## config.mk

```make
export PLATFORM = sky130hd
export DESIGN_NAME = sr_lock_arbiter
export DESIGN_NICKNAME = d
export VERILOG_FILES = /design/src/rtl/sr_lock_arbiter.sv
export SDC_FILE = /design/constraint.sdc
export NUM_CORES = 1
export LEC_CHECK = 0
export BUFFER_PORTS_ARGS = -buffer_cell sky130_fd_sc_hd__buf_2
export CORE_MARGIN = 2
export CORE_UTILIZATION = 45
export CTS_CLUSTER_SIZE = 10
export DETAILED_ROUTE_END_ITERATION = 8
export GPL_TIMING_DRIVEN = 0
export PLACE_DENSITY = 0.81
export SLEW_MARGIN = 20
export SYNTH_ARGS = -nofsm -noshare
export SYNTH_HDL_FRONTEND = slang
export SYNTH_SLANG_ARGS = --single-unit
```

## constraint.sdc

```tcl
create_clock -name clk -period 1.73 [get_ports clk]
set_input_delay 0.173 -clock clk [delete_from_list [all_inputs] [get_ports clk]]
set_output_delay 0.173 -clock clk [all_outputs]
set_load 0.005 [all_outputs]
```

## src/rtl/sr_lock_arbiter.sv

```systemverilog
// Round-robin mutual-exclusion arbiter driving a shared set/reset lock flag.
// A hold-time watchdog forces release of an owner that keeps the lock too long.
module sr_lock_arbiter #(
    parameter int N       = 4,
    parameter int TIMEOUT = 16
) (
    input  logic                 clk,
    input  logic                 rst_n,
    input  logic [N-1:0]         req,
    input  logic [N-1:0]         rel,
    output logic [N-1:0]         gnt,
    output logic                 lock_q,
    output logic                 lock_qbar,
    output logic [$clog2(N)-1:0] owner,
    output logic                 timeout
);

    localparam int OW = $clog2(N);
    localparam int CW = $clog2(TIMEOUT);

    typedef enum logic [1:0] {
        IDLE = 2'd0,
        HELD = 2'd1,
        GAP  = 2'd2
    } state_t;

    state_t          state_r;
    state_t          state_nxt_s;
    logic [OW-1:0]   ptr_r;
    logic [CW-1:0]   cnt_r;

    logic [N-1:0]    gnt_nxt_s;
    logic            lock_nxt_s;
    logic [OW-1:0]   owner_nxt_s;
    logic [OW-1:0]   ptr_nxt_s;
    logic [CW-1:0]   cnt_nxt_s;
    logic            timeout_nxt_s;

    logic            win_found_s;
    logic [OW-1:0]   win_idx_s;
    logic [OW-1:0]   cand_s;
    logic            release_s;
    logic            expire_s;

    assign release_s = rel[owner];
    assign expire_s  = (cnt_r == CW'(TIMEOUT - 1));

    // Round-robin search starting just above the last owner, wrapping modulo N.
    always_comb begin
        win_found_s = 1'b0;
        win_idx_s   = '0;
        cand_s      = '0;
        for (int i = 1; i <= N; i++) begin
            cand_s = OW'((int'(ptr_r) + i) % N);
            if (!win_found_s && req[cand_s]) begin
                win_found_s = 1'b1;
                win_idx_s   = cand_s;
            end else begin
                win_found_s = win_found_s;
            end
        end
    end

    // FSM state register.
    always_ff @(posedge clk or negedge rst_n) begin
        if (!rst_n) begin
            state_r <= IDLE;
        end else begin
            state_r <= state_nxt_s;
        end
    end

    // FSM next-state logic.
    always_comb begin
        state_nxt_s = state_r;
        case (state_r)
            IDLE: begin
                if (win_found_s) begin
                    state_nxt_s = HELD;
                end else begin
                    state_nxt_s = IDLE;
                end
            end
            HELD: begin
                if (release_s || expire_s) begin
                    state_nxt_s = GAP;
                end else begin
                    state_nxt_s = HELD;
                end
            end
            GAP:     state_nxt_s = IDLE;
            default: state_nxt_s = IDLE;
        endcase
    end

    // FSM output logic: next values for the registered outputs and datapath.
    always_comb begin
        gnt_nxt_s     = gnt;
        lock_nxt_s    = lock_q;
        owner_nxt_s   = owner;
        ptr_nxt_s     = ptr_r;
        cnt_nxt_s     = cnt_r;
        timeout_nxt_s = 1'b0;
        case (state_r)
            IDLE: begin
                if (win_found_s) begin
                    gnt_nxt_s            = '0;
                    gnt_nxt_s[win_idx_s] = 1'b1;
                    lock_nxt_s           = 1'b1;
                    owner_nxt_s          = win_idx_s;
                    ptr_nxt_s            = win_idx_s;
                    cnt_nxt_s            = '0;
                end else begin
                    gnt_nxt_s  = '0;
                    lock_nxt_s = 1'b0;
                end
            end
            HELD: begin
                if (release_s) begin
                    gnt_nxt_s  = '0;
                    lock_nxt_s = 1'b0;
                end else if (expire_s) begin
                    gnt_nxt_s     = '0;
                    lock_nxt_s    = 1'b0;
                    timeout_nxt_s = 1'b1;
                end else begin
                    cnt_nxt_s = cnt_r + CW'(1);
                end
            end
            GAP: begin
                gnt_nxt_s  = '0;
                lock_nxt_s = 1'b0;
            end
            default: begin
                gnt_nxt_s  = '0;
                lock_nxt_s = 1'b0;
            end
        endcase
    end

    // Registered outputs and datapath; the pointer starts at N-1 so requester 0 wins first.
    always_ff @(posedge clk or negedge rst_n) begin
        if (!rst_n) begin
            gnt       <= '0;
            lock_q    <= 1'b0;
            lock_qbar <= 1'b1;
            owner     <= '0;
            timeout   <= 1'b0;
            ptr_r     <= OW'(N - 1);
            cnt_r     <= '0;
        end else begin
            gnt       <= gnt_nxt_s;
            lock_q    <= lock_nxt_s;
            lock_qbar <= ~lock_nxt_s;
            owner     <= owner_nxt_s;
            timeout   <= timeout_nxt_s;
            ptr_r     <= ptr_nxt_s;
            cnt_r     <= cnt_nxt_s;
        end
    end

endmodule

```

# Word-level counts from Yosys, hierarchy flattened
# Index checks and enable logic that the tools add are counted.
# totals
ff_bits	17
word_cells	77
out_inout_bits	9
input_bits	10
# classes
eq_ne	6
reduce_logical	12
magnitude_cmp	7
n_mux	38
n_addsub	5
bitwise_logic	1
# ops
operator	count
4-bit two-way mux	6
2-bit by 3-bit < comparator with 1-bit output (second input constant)	6
1-bit two-way mux	17
4-bit case mux with 2 select lines	2
1-bit binary-select mux with 2-bit select	5
2-bit two-way mux	5
2-bit inequality test (second input constant)	3
2-bit by 1-bit adder with 2-bit output (second input constant)	2
2-bit adder (second input constant)	2
4-bit by 1-bit adder with 4-bit output (second input constant)	1
4-bit == test (second input constant)	1
1-bit logical AND	4
2-bit case mux with 2 select lines	1
4-bit AND reduction	1
1-bit logical NOT	3
3-bit inequality test (second input constant)	1
1-bit demux with 2-bit select	1
2-bit by 1-bit == test with 1-bit output (second input constant)	1
2-bit by 1-bit greater-or-equal comparator with 1-bit output (second input constant)	1
2-bit logical NOT	1
1-bit case mux with 2 select lines	1
2-bit AND reduction	1
2-bit nonzero test	1
1-bit logical OR	1
1-bit NOT	1

# Longest topological paths before layout
# Gate-level depths: netlist (run 1).
# depth
depth_word	19
depth_mapped	5
depth_no_buf	5

# Worst setup path after synthesis (run 1)
# Ideal clock, no wire load.
# synth_path
path_type	register to register
startpoint	register owner[0]
endpoint	register cnt_r[1]
required_time_ns	1.610
arrival_time_ns	1.573
synth_period_minus_slack_ns	1.693
stages_incl_launch_ff	4
setup_slack_ns	0.037
n_path_buf	0
cell_sequence	dfrtp_1 -> mux4_2 -> or3_4 -> a31o_2
# synth_via
elab_chain_len	4
# synth_rtl
item	line	source
from (decl)	14	output logic [$clog2(N)-1:0] owner,
from (signal assigned)	155	owner <= owner_nxt_s;
1-bit binary-select mux with 2-bit select	45	assign release_s = rel[owner];
1-bit two-way mux (not written as such)	45	
2-bit inequality test (no source line)	--	
4-bit AND reduction (no source line)	--	
to (signal assigned)	158	cnt_r <= cnt_nxt_s;
to (decl)	30	logic [CW-1:0] cnt_r;
# Every way passes these cells. The select of a mux whose other input is x is not followed.
# A chain may end at the register's enable or synchronous reset.

# Final worst setup path (run 1)
# Ends and elaborated chain as after synthesis.

==> flow_summary.yaml, run 1 <==
synthesis:
  synthesis.area_sq_um: 787
  yosys_warnings: 0
  ys_seq_elements: 17
  synth_cell_type_count: 28
  postSynthCellCount: 70
  syn_area_per_cell_sq_um: 11.2
  synth-seq-area-share_pct: 54.5
  syn_nets: 81
floorplanning:
  fp.coreArea_sq_um: 1690
  die_y_um: 45.8
  die_w_um: 45.8
  design.die.area_sq_um: 2100
  placementRows: 15
  pin_count: 19
  start_util_pct: 46.6
grt:
  antenna_found_initial: 0
  grt_pass1_wl_um: 2470
  grt.overflow.total: 0
  grt_max_degree: 18
  track_usage_pct: 16.7
  grt_pass1_vias: 571
setup_path:
  worstSetupPathType: "reg2reg"
  end_kind: "flop"
  ff2ff_setup_slack_ps: 60
  arrival_ps: 1850
  cp_max_fo: 4
  required_ps: 1910
  critPathLaunchType: "flop"
route:
  postRouteAntennaNets: 0
  vias: 652
  dr.pass1.iters: 4
  first_iter_violations: 17
  drc: 0
  drt_wl_total_um: 1560
  wl_per_cell_um: 13.7
  vias_per_cell: 5.72
place:
  place_congestion: 0.799
  dpl_cell_area_sq_um: 898
  hpwlAfterDp_um: 1070
  dp_cells: 105
  numPortBuffers: 18
sta:
  maxSlewViolCount: 0
  hold_viol_final: 0
  holdWs_ps: 334
  slew_headroom_pct: 35.7
  setup_viol: 0
  finalSetupTns_ps: 0
  fin_crit_ps: 1670
  max_freq_mhz: 599
  period_share_pct: 96.6
  worst_slew_pin_slew_ps: 959
  rsz0062_at_grt: "no"
  skew_ps: 2.61
worst_hold_path:
  hold_path_class: "in2async"
pwr:
  p_seq_share_pct: 41.9
  p_leak_nw: 0.495
  peakVddDrop_mv: 1.02
  p_int_mw: 1.03
  p_sw_share_pct: 37.0
  p_switching_uw: 608
  power_frac_comb_pct: 45.7
  clkPwrFrac_pct: 12.4
  powerDensity_nw_per_um2: 1700
finish:
  synthToLayoutAreaGrowth_pct: 22.6
  final_cell_area_sq_um: 965
  n_antenna_cell: 0
  final_cells: 114
  nFillCells: 154
  num-nets-final: 109
  drive_gt1_share_pct: 34.0
clock_tree:
  clk_latency_ps: 280
  numCtsBuffers: 3
  htree_num_levels: 1
  cts.sinks: 17
  tritoncts: "yes"
  clock_path_buffers: 2
  root_buffer: "clkbuf_4"
  clk_pin_slew_ps: 90
outcome:
  status: "finished clean"
run:
  max_cap_violations: 0
==> sequential cells by signal (all words and copies together), names as in the netlist <==
name       cells
ptr_r          2
lock_qbar      1
timeout        1
cnt_r          4
state_r        2
gnt            4
lock_q         1
owner          2
==> metal layers <==
| layer | global-route usage [%] | vias up | share of wire (%) |
|---|---|---|---|
| met2 | 27.6 | 22 | 51 |
| met4 | 5.14 | 0 | 1.4 |
| met3 | 3.57 | 2 | 5.4 |
| met1 | 21.9 | 323 | 42 |
| met5 | 0 | - | 0 |
| li1 | - | 305 | - |
==> cells by family (layout without fill, tap and decap cells) <==
logic type | Yosys count | after routing | synth area share, %
flops | 17 | 17 | 54.5
xor+xnor | 1 | 1 | 1.11
simple gates | 25 | 25 | 17.5
buf+inv | 5 | 32 | 2.38
fa+ha+maj | 1 | 1 | 1.59
compound gates | 17 | 17 | 16.2
mux | 4 | 4 | 6.68
==> worst max-delay path: stages, from the launching register on <==
cell     delay [ps]
dfrtp_1         390
mux4_2          570
or3_4           360
a31o_2          250
==> final cells by class <==
| cell class | instances | area [sq um] | share of cell area (%) |
|---|---|---|---|
| flip-flops and latches | 17 | 429 | 44.5 |
| multi-input cells | 48 | 339 | 35.1 |
| repair buffers | 23 | 130 | 13.5 |
| clock buffers | 4 | 26.3 | 2.72 |
| well taps | 17 | 21.3 | 2.20 |
| inverters | 4 | 15.0 | 1.56 |
| plain buffers | 1 | 3.75 | 0.389 |
==> Yosys cell counts, drive strengths merged <==
cell type  instances  area [sq um]
ha                 1          12.5
clkbuf             1          3.75
a21oi              4          20.0
o21a               1          7.51
nand2              6          22.5
nor2               8          30.0
mux2i              3          30.0
and3               1          6.26
dfstp              3          78.8
a2bb2oi            1          8.76
a211oi             1          7.51
dfrtp             14           350
nand2b             3          18.8
a21o               3          22.5
a31o               2          17.5
a32o               2          20.0
xnor2              1          8.76
nor3               2          21.3
or3                1          11.3
mux4               1          22.5
a211o              1          8.76
inv                4          15.0
o31ai              2          15.0
nor2b              1          6.26
nor3b              1          7.51
nand3b             1          7.51
nand4              1          6.26
==> power by group through the flow <==
stage | Clock [mW] | Sequential [mW] | Combinational [mW]
2_1_floorplan | 0 | 0.689 | 0.466
6_report | 0.203 | 0.688 | 0.750
3_5_place_dp | 0 | 0.701 | 0.664
5_1_grt | 0.222 | 0.712 | 0.831
4_1_cts | 0.210 | 0.690 | 0.727
3_3_place_gp | 0 | 0.690 | 0.647
==> cell usage in the layout, fill, tap and decap left out, types with 3 or more instances in the layout <==
master and count:
a21oi_1 4, nor2_1 8, buf_2 18, mux2i_1 3
a21o_1 3, clkbuf_4 3, dfrtp_1 14, nand2_1 6
inv_1 4, nand2b_1 3, dfstp_2 3, buf_4 4
==> path summary, 6_finish.rpt <==
| path | from | to | cells past startpoint |
|---|---|---|---|
| max in group asynchronous | rst_n | lock_qbar | 2 |
| setup reg to reg | owner[0] | cnt_r[1] | 3 |
| setup / recovery | owner[0] | cnt_r[1] | 3 |
| min in group clk | req[0] | ptr_r[0] | 3 |
| hold reg to reg | lock_q | lock_qbar | 1 |
| hold / removal | rst_n | timeout | 2 |
==> metrics by stage <==
step / setup WS (ps) / util, % / total power, mW
2_1_floorplan: 37.2 / - / 1.15
3_3_place_gp: -1.96 / 53.2 / 1.34
3_5_place_dp: -50.3 / 53.2 / 1.37
4_1_cts: 32.7 / 56.7 / 1.63
5_1_grt: 25.7 / 57.1 / 1.76
6_report: 59.5 / 57.1 / 1.64
==> timing repair <==
item	CTS	global route
hold buffers	1	0
hold endpoints to repair	14	0
buffers inserted	3	1
resized for setup	0	0
endpoints found under the setup margin	3	1
pin swaps	1	1
No activity file was read; power rests on OpenSTA's default activity.
==> inputs of run 2 (changes only) <==
ABC_CLOCK_PERIOD_IN_PS = 1700   (was unset)
CORE_UTILIZATION = 50   (was 45)
PLACE_DENSITY = 0.84   (was 0.81)
TNS_END_PERCENT = 50   (was unset)
clock period = 1.7 ns   (was 1.73 ns; I/O delays follow)
==> run 2 against run 1 <==
The flow now finishes with violations (negative setup slack). Global-route usage rose by 2.8 points. Via count fell by 1.5%. Core utilization increased by 7.8 points. Clock power increased by 7%. Power up 3.5%. Hold slack lost 20 ps. Sequential cell count stayed put. Die area fell by 9.1%. Cell area increased by 0.26%. Wire length up 5.3%. Critical path depth rose by 1. Non-clock buffer count did not move.
==> flow_summary.yaml, run 2 (synthesized netlist as in run 1, its figures left out) <==
floorplanning:
  pin_count: 19
  design.die.area_sq_um: 1910
  die_y_um: 43.7
  die_w_um: 43.7
  placementRows: 14
  fp.coreArea_sq_um: 1490
  start_util_pct: 52.9
sta:
  max_freq_mhz: 579
  worst_slew_pin_slew_ps: 995
  maxSlewViolCount: 0
  rsz0062_at_grt: "yes"
  skew_ps: 12.0
  period_share_pct: 102
  holdWs_ps: 314
  setup_viol: 1
  hold_viol_final: 0
  slew_headroom_pct: 33.2
  fin_ws_ps: -27.4
  fin_crit_ps: 1730
run:
  max_cap_violations: 0
finish:
  drive_gt1_share_pct: 35.1
  multi_input_area_sq_um: 343
  n_antenna_cell: 0
  nFillCells: 115
  reg.largest.list: "cnt_r: 4 flops, gnt: 4 flops"
  final_cell_mix: "buf_2, dfrtp_1, nor2_1, nand2_1"
  seqCellArea_sq_um: 429
  final_common_cell: "buf_2"
  num-nets-final: 109
  synthToLayoutAreaGrowth_pct: 22.9
setup_path:
  critPathLaunchType: "flop"
  worstSetupPathType: "reg2reg"
  cp-startpoint: "owner[0]"
  ff2ff_setup_slack_ps: -30
  cp_max_fo: 7
  required_ps: 1900
  end_kind: "flop"
  cpPeakStageDelay_ps: 580
  rr_worst_depth: 4
  r2r_start: "owner[0]"
  crit_chain: "mux4_2 -> nor3_4 -> nand4_1 -> mux2i_1"
  endpoint: "cnt_r[3]"
  slowest_stage: "mux4_2"
  arrival_ps: 1930
  timing.rr.end: "cnt_r[3]"
grt:
  grt_pass1_vias: 638
  grt.overflow.total: 0
  grt_pass1_wl_um: 2640
  antenna_found_initial: 0
  grt_max_degree: 18
  track_usage_pct: 19.4
clock_tree:
  clk_pin_slew_ps: 100
  clk_latency_ps: 290
  htree_num_levels: 1
  cts.sinks: 17
  tritoncts: "yes"
  root_buffer: "clkbuf_4"
  clock_path_buffers: 2
  numCtsBuffers: 3
place:
  numPortBuffers: 18
  place_congestion: 0.791
  hpwlAfterDp_um: 1190
route:
  drc: 0
  wl_per_cell_um: 14.6
  first_iter_violations: 10
  vias: 642
  dr.pass1.iters: 4
  vias_per_cell: 5.68
  drt_wl_total_um: 1650
  postRouteAntennaNets: 0
worst_hold_path:
  hold_path_class: "in2async"
outcome:
  status: "finished, violations left"
  violations: "negative setup slack"
pwr:
  p_leak_nw: 0.497
  total_power_mw: 1.70
  peakVddDrop_mv: 1.04
  powerDensity_nw_per_um2: 1760
==> run 2: critical path, delay by kind of cell (launching register included) <==
kind             cells  cell delay (ps)
multiplexers         2              760
flip-flops           1              390
AND/OR/NAND/NOR      2              490
==> run 2: area by class of cell <==
cell class	instances	share of cell area [%]
Tap cell	16	2.07
Sequential cell	17	44.4
Clock buffer	4	2.72
Inverter	4	1.55
Buffer	1	0.388
Timing Repair Buffer	23	13.5
Multi-Input combinational cell	48	35.4
==> run 2: how the worst min path moves through the flow <==
stage / startpoint / end / slack, ps / cells after the start
2_1_floorplan: rst_n / cnt_r[0] / -130 / 0
3_3_place_gp: rst_n / timeout / 100 / 1
6_report: rst_n / timeout / 310 / 2
4_1_cts: req[0] / ptr_r[0] / 310 / 3
5_1_grt: rst_n / timeout / 340 / 2
3_5_place_dp: rst_n / state_r[1] / 110 / 1
==> run 2: metal layers <==
| layer | GRT usage (%) | share of wire (%) | up-vias |
|---|---|---|---|
| li1 | - | - | 309 |
| met1 | 21.8 | 44 | 314 |
| met2 | 32.6 | 51 | 13 |
| met3 | 4.58 | 2.8 | 6 |
| met4 | 12.7 | 2.4 | 0 |
| met5 | 0 | 0 | - |
==> run 2: metrics by stage <==
stage                     utilization, %  std cells  setup WS, ps  area [sq um]  TNS (ps)
after floorplan                        -         70          7.22           787         0
after global placement              60.3        104         -22.7           897     -31.8
after detailed placement            60.3        104         -81.0           897      -131
after CTS                           63.2        110         -17.0           941     -17.0
after global routing                65.0        113         -91.2           967      -235
final                               65.0        113         -27.4           967     -27.4
==> run 2: repair_timing <==
item,in CTS,in global routing
setup buffers,1,3
setup endpoints to repair,4,3
pin swaps,2,1
resized for setup,0,1
hold buffers,1,0
endpoints found under the hold margin,14,0
==> run 2: power by group <==
group          internal (mW)  leakage [nW]  switching [mW]  total [mW]
logic                  0.381         0.268           0.396       0.777
registers              0.588         0.215           0.118       0.706
clock network         0.0912        0.0150           0.126       0.217
